## config.mk

```make
export PLATFORM = sky130hd
export DESIGN_NAME = pc_ctrl
export DESIGN_NICKNAME = d
export VERILOG_FILES = /design/src/rtl/pc_ctrl_pkg.sv /design/src/rtl/pc_redirect_reg.sv /design/src/rtl/pc_ctrl.sv
export SDC_FILE = /design/constraint.sdc
export NUM_CORES = 1
export LEC_CHECK = 0
export BUFFER_PORTS_ARGS = -buffer_cell sky130_fd_sc_hd__buf_2
export CORE_MARGIN = 4
export CORE_UTILIZATION = 48
export DETAILED_ROUTE_END_ITERATION = 8
export PLACE_DENSITY = 0.83
export SETUP_SLACK_MARGIN = 0.05
export SYNTH_ARGS = -nofsm -noshare
export SYNTH_HDL_FRONTEND = slang
export SYNTH_SLANG_ARGS = --single-unit
```

## constraint.sdc

```tcl
create_clock -name clk -period 2.31 [get_ports clk]
set_input_delay 0.3465 -clock clk [delete_from_list [all_inputs] [get_ports clk]]
set_output_delay 0.3465 -clock clk [all_outputs]
set_load 0.01 [all_outputs]
```

## src/rtl/pc_ctrl_pkg.sv

```systemverilog
// pc_ctrl_pkg: shared definitions for the fetch-side PC controller.
//   - pc_state_e     : controller FSM states
//   - RESET_VEC_DEF  : default PC loaded after reset
//   - TRAP_VEC_DEF   : default PC loaded on a misaligned redirect
//   - jalr_align()   : clears bit 0 of a JALR target
//   - is_misaligned(): flags a target whose low two bits are non-zero
package pc_ctrl_pkg;

  typedef enum logic [1:0] {
    ST_BOOT = 2'd0,
    ST_REQ  = 2'd1,
    ST_WAIT = 2'd2,
    ST_HOLD = 2'd3
  } pc_state_e;

  localparam logic [31:0] RESET_VEC_DEF = 32'h0000_0000;
  localparam logic [31:0] TRAP_VEC_DEF  = 32'h0000_0100;

  function automatic logic [31:0] jalr_align(input logic [31:0] target);
    return target & 32'hFFFF_FFFE;
  endfunction

  function automatic logic is_misaligned(input logic [1:0] lsbs);
    return lsbs != 2'b00;
  endfunction

endpackage

```

## src/rtl/pc_redirect_reg.sv

```systemverilog
// pc_redirect_reg: holds a redirect that arrived while a fetch was still
// outstanding and merges it with any redirect presented in the current cycle.
// Ports:
//   clk, rst        : clock, asynchronous active-low reset
//   jalr, br_taken  : redirect pulses (jalr wins)
//   jalr_target     : JALR target (bit 0 cleared here)
//   pc_imm          : branch/JAL target
//   capture         : store a current-cycle redirect into the pending slot
//   clear           : drop the pending redirect (has priority over capture)
//   redir_now       : a redirect is presented this cycle
//   redir_any       : a redirect is presented this cycle or is pending
//   redir_tgt       : merged target, current-cycle redirect over pending one
module pc_redirect_reg
  import pc_ctrl_pkg::*;
(
  input  logic        clk,
  input  logic        rst,
  input  logic        jalr,
  input  logic        br_taken,
  input  logic [31:0] jalr_target,
  input  logic [31:0] pc_imm,
  input  logic        capture,
  input  logic        clear,
  output logic        redir_now,
  output logic        redir_any,
  output logic [31:0] redir_tgt
);

  logic        pend_valid;
  logic [31:0] pend_tgt;
  logic [31:0] now_tgt;

  // Current-cycle target selection and merge with the pending slot.
  always_comb begin
    redir_now = jalr | br_taken;
    now_tgt   = jalr ? jalr_align(jalr_target) : pc_imm;
    redir_any = redir_now | pend_valid;
    if (redir_now) begin
      redir_tgt = now_tgt;
    end else begin
      redir_tgt = pend_tgt;
    end
  end

  // Pending slot: a later capture simply overwrites an earlier one.
  always_ff @(posedge clk or negedge rst) begin
    if (!rst) begin
      pend_valid <= 1'b0;
      pend_tgt   <= 32'h0000_0000;
    end else if (clear) begin
      pend_valid <= 1'b0;
      pend_tgt   <= 32'h0000_0000;
    end else if (capture && redir_now) begin
      pend_valid <= 1'b1;
      pend_tgt   <= now_tgt;
    end else begin
      pend_valid <= pend_valid;
      pend_tgt   <= pend_tgt;
    end
  end

endmodule

```

## src/rtl/pc_ctrl.sv

```systemverilog
// pc_ctrl: fetch-side PC controller. Sequences instruction fetches, hands
// fetched instructions to decode, and steers the PC register on sequential
// advance, branch/JAL, JALR and misaligned-target traps.
// Ports:
//   clk, rst     : clock, asynchronous active-low reset
//   pc           : current PC register value
//   pc_add4      : sequential next PC
//   pc_imm       : branch/JAL target
//   br_taken     : branch/JAL taken pulse
//   jalr         : JALR taken pulse
//   jalr_target  : rs1+imm for JALR
//   stall        : decode backpressure (level)
//   imem_ack     : fetch complete
//   pc_en        : PC register load enable
//   pc_tmp       : value for the PC register
//   imem_req     : fetch request at address pc
//   if_valid     : fetched instruction valid for decode
//   misalign     : misaligned redirect target trapped this cycle
// Outputs are decoded from state and inputs in the same cycle because the
// ack/redirect responses must land in the cycle they occur; all outputs are
// forced to their reset values combinationally while rst is low so an
// outstanding request drops without waiting for a clock.
module pc_ctrl
  import pc_ctrl_pkg::*;
#(
  parameter logic [31:0] RESET_VEC = RESET_VEC_DEF,
  parameter logic [31:0] TRAP_VEC  = TRAP_VEC_DEF
) (
  input  logic        clk,
  input  logic        rst,
  input  logic [31:0] pc,
  input  logic [31:0] pc_add4,
  input  logic [31:0] pc_imm,
  input  logic        br_taken,
  input  logic        jalr,
  input  logic [31:0] jalr_target,
  input  logic        stall,
  input  logic        imem_ack,
  output logic        pc_en,
  output logic [31:0] pc_tmp,
  output logic        imem_req,
  output logic        if_valid,
  output logic        misalign
);

  pc_state_e   state;
  pc_state_e   state_nxt;
  logic        capture;
  logic        clear;
  logic        apply;
  logic        redir_now;
  logic        redir_any;
  logic [31:0] redir_tgt;

  pc_redirect_reg u_redirect (
    .clk         (clk),
    .rst         (rst),
    .jalr        (jalr),
    .br_taken    (br_taken),
    .jalr_target (jalr_target),
    .pc_imm      (pc_imm),
    .capture     (capture),
    .clear       (clear),
    .redir_now   (redir_now),
    .redir_any   (redir_any),
    .redir_tgt   (redir_tgt)
  );

  // Output decode and next-state logic.
  always_comb begin
    pc_en     = 1'b0;
    pc_tmp    = pc;
    imem_req  = 1'b0;
    if_valid  = 1'b0;
    misalign  = 1'b0;
    capture   = 1'b0;
    clear     = 1'b0;
    apply     = 1'b0;
    state_nxt = state;

    if (!rst) begin
      pc_tmp    = RESET_VEC;
      state_nxt = ST_BOOT;
    end else begin
      case (state)
        ST_BOOT: begin
          // Redirects are not captured here: the boot load always wins.
          pc_en     = 1'b1;
          pc_tmp    = RESET_VEC;
          state_nxt = ST_REQ;
        end
        ST_REQ, ST_WAIT: begin
          imem_req = 1'b1;
          if (imem_ack) begin
            clear     = 1'b1;
            state_nxt = ST_REQ;
            if (redir_any) begin
              // Fetched instruction is on the wrong path: drop it.
              apply = 1'b1;
            end else if (!stall) begin
              if_valid = 1'b1;
              pc_en    = 1'b1;
              pc_tmp   = pc_add4;
            end else begin
              if_valid  = 1'b1;
              state_nxt = ST_HOLD;
            end
          end else begin
            capture   = 1'b1;
            state_nxt = ST_WAIT;
          end
        end
        ST_HOLD: begin
          if (redir_now) begin
            apply     = 1'b1;
            state_nxt = ST_REQ;
          end else if (!stall) begin
            if_valid  = 1'b1;
            pc_en     = 1'b1;
            pc_tmp    = pc_add4;
            state_nxt = ST_REQ;
          end else begin
            if_valid  = 1'b1;
            state_nxt = ST_HOLD;
          end
        end
        default: begin
          state_nxt = ST_BOOT;
        end
      endcase

      // Redirect load; a target that is not word aligned traps instead.
      if (apply) begin
        pc_en = 1'b1;
        if (is_misaligned(redir_tgt[1:0])) begin
          pc_tmp   = TRAP_VEC;
          misalign = 1'b1;
        end else begin
          pc_tmp = redir_tgt;
        end
      end else begin
        misalign = 1'b0;
      end
    end
  end

  // State register.
  always_ff @(posedge clk or negedge rst) begin
    if (!rst) begin
      state <= ST_BOOT;
    end else begin
      state <= state_nxt;
    end
  end

endmodule

```

==> out/qor.txt <==
Unrepaired setup endpoints after global routing = yes
Post-synth ARST share = 100%
Nets = 766
Total power = 2320 uW
Synth top area share = 24.9%
Register area share after synthesis = 24.9%
Io pins = 170
GR Util met1 = 32.0%
Post-synth EDFFs = 0
Violated checks = setup timing
Warning count from the yosys run = 0
Worst Setup End Kind = primary output
Routed len/inst = 18.5 um
Outcome = finished with violations
CTS tree = yes
Initial core utilization = 50.6%
Max_cap viols = 0
Arr. time, crit path = 2.19 ns
Synth cell types = 41
DRT iter0 DRCs = 276
CTS Hold Bufs = 0
Num CTS Buffers = 5
Post-Route WL = 13,400 um
CTS clk-pin slew, worst paths = 0.07 ns
Core Util, Final = 72.8%
Max VDD drop = 0.255 mV
Final hold vios = 0
Routed Antenna Nets = 0
Largest cells by area after synthesis = dfrtp_1 (25%), mux2i_1 (22%), a21oi_1 (7.1%)
Post-DP HPWL = 8760 um
Vias in the first global route = 4,061
Setup-failing EPs final = 33
Rows = 30
Synth Flop Type = dfrtp_1
DRC Markers = 0
GRT busiest layer = met2
Inserted Diodes = 0
H-Tree Depth = 2
Worst slew margin = 56.6%
Root buffer selected by CTS = clkbuf_8
Grt total ovfl = 0
Max Fclk = 395 MHz
Tcrit/Tclk final = 110%
Core area = 0.00694 mm2
Worst Hold Class = in -> async
Syn-to-layout area delta = 43.7%
Fill cell count = 500
Synthesized cell area = 0.00352 mm2
Crit start category = flop
Met2 GRT Util = 48.1%
Fin crit period = 2.53 ns
Via count = 4,372
Pwr/cell area = 460 mW/mm2
First-pass GRT wire length = 19,300 um
M3 GR Usage = 5.39%
Critical path class = reg -> out
CTS sink count = 35
Fin Setup TNS = -4.20 ns
Worst Path Max Fanout = 9
Largest area contributor in the netlist = dfrtp_1
Most common cell after layout, fill and taps aside = buf_2
Hold_ws = 0.192 ns
Syn Inst Count = 454
Via density = 6.01
Final Max Tran Viols = 0
Pin count of the biggest net entering global routing = 56
Synth Net Count = 590
#FFs+latches synth = 35
Clk_lat worst skew = 0.27 ns
Layout cell share with drive strength beyond 1 = 43.3%
Final setup margin = -0.224 ns
First drt pass iteration count = 5
GRT Util Overall = 27.3%
Die Wd = 93.6 um
Die area = 0.00876 mm2
PortBufs = 168
CTS Buffer Depth = 2
Slew @ Worst Pin = 0.648 ns
Initial antenna violation count = 0
Leakage = 0.00250 uW
WP data required = 1.96 ns
Die Y = 93.6 um
Commonest cells after routing, fill and taps aside = buf_2 (167), mux2i_1 (79), nand2_1 (62)
GP Congestion = 0.997
Mean Syn Cell Area = 7.74 um2
Worst Clk Skew = 0.00255 ns
-- synth_stat cells (all sizes together), types with 4 or more instances --
cell	instances
o31ai	31
a22oi	11
mux2	10
mux2i	79
o22ai	13
a21oi	51
inv	6
nor2	31
nor3	4
nand2	63
clkbuf	21
dfrtp	35
o21ai	49
buf	23
-- worst max-delay path, cell delays in order (launching register included) --
cell and delay (ns):
dfrtp_1 0.39, inv_2 0.08, ha_4 0.22, buf_12 0.14, a32oi_4 0.31, buf_4 0.23
o21ai_0 0.15, a21oi_1 0.18, nor2_1 0.06, buf_2 0.14
-- report_power, final --
| group | switching, uW | internal (uW) |
|---|---|---|
| clock network | 214 | 206 |
| registers | 75.4 | 737 |
| logic | 592 | 499 |
-- per-layer routing --
metal  share of wire (%)  wire [um]
met5                   0          0
met4                 4.6        619
met3                 9.0       1210
met2                  49       6600
met1                  37       4980
-- path summary, 6_finish.rpt --
kind                                                startpoint                                  end  slack, ns  depth (start not counted)
setup / recovery                            state[0]$_DFF_PN0_                           pc_tmp[28]      -0.22                          9
setup reg to reg                            state[1]$_DFF_PN0_   u_redirect.pend_tgt[0]$_DFFE_PN0P_       0.32                          7
hold reg to reg            u_redirect.pend_tgt[26]$_DFFE_PN0P_  u_redirect.pend_tgt[26]$_DFFE_PN0P_       0.48                          2
hold / removal                                             rst                   state[1]$_DFF_PN0_       0.19                          2
min in group clk                                     pc_imm[0]   u_redirect.pend_tgt[0]$_DFFE_PN0P_       0.35                          3
max in group asynchronous                                  rst   u_redirect.pend_tgt[1]$_DFFE_PN0P_       1.79                          2
-- layout make-up --
type | instances | area (um2) | area share [%]
flip-flops and latches | 35 | 876 | 17.3
inverters | 6 | 22.5 | 0.446
clock buffers | 5 | 68.8 | 1.36
well taps | 96 | 120 | 2.38
multi-input cells | 369 | 2640 | 52.2
repair buffers | 213 | 1310 | 25.9
clock inverters | 3 | 15.0 | 0.297
-- sequential cells by signal, summed over array words and instances, names as in the netlist --
register / flops
state: 2
u_redirect.pend_tgt: 32
u_redirect.pend_valid: 1
-- metrics by stage --
stage                     instances  setup WS, ns  instance area (um2)
after CTS                       724       -0.0762                 4880
after floorplan                 454         0.111                 3520
final                           727        -0.224                 5050
after global placement          705       -0.0427                 4550
after global routing            727        -0.315                 5050
after detailed placement        705        -0.118                 4550
-- logic make-up after synthesis --
| group | Yosys count | synth area share (%) |
|---|---|---|
| muxes | 89 | 25.7 |
| buffers and inverters | 50 | 6.69 |
| and+or+nand+nor | 112 | 13.5 |
| DFF | 35 | 24.9 |
| AOI/OAI and AO/OA | 166 | 28.5 |
| adders and majority gates | 2 | 0.712 |
-- repair_timing --
action | CTS | global route
setup buffers | 8 | 1
resized for setup | 34 | 37
pin swaps | 18 | 9
setup endpoints to repair | 34 | 34
cloned | 3 | 2
Power figures use the tool's default switching activity.
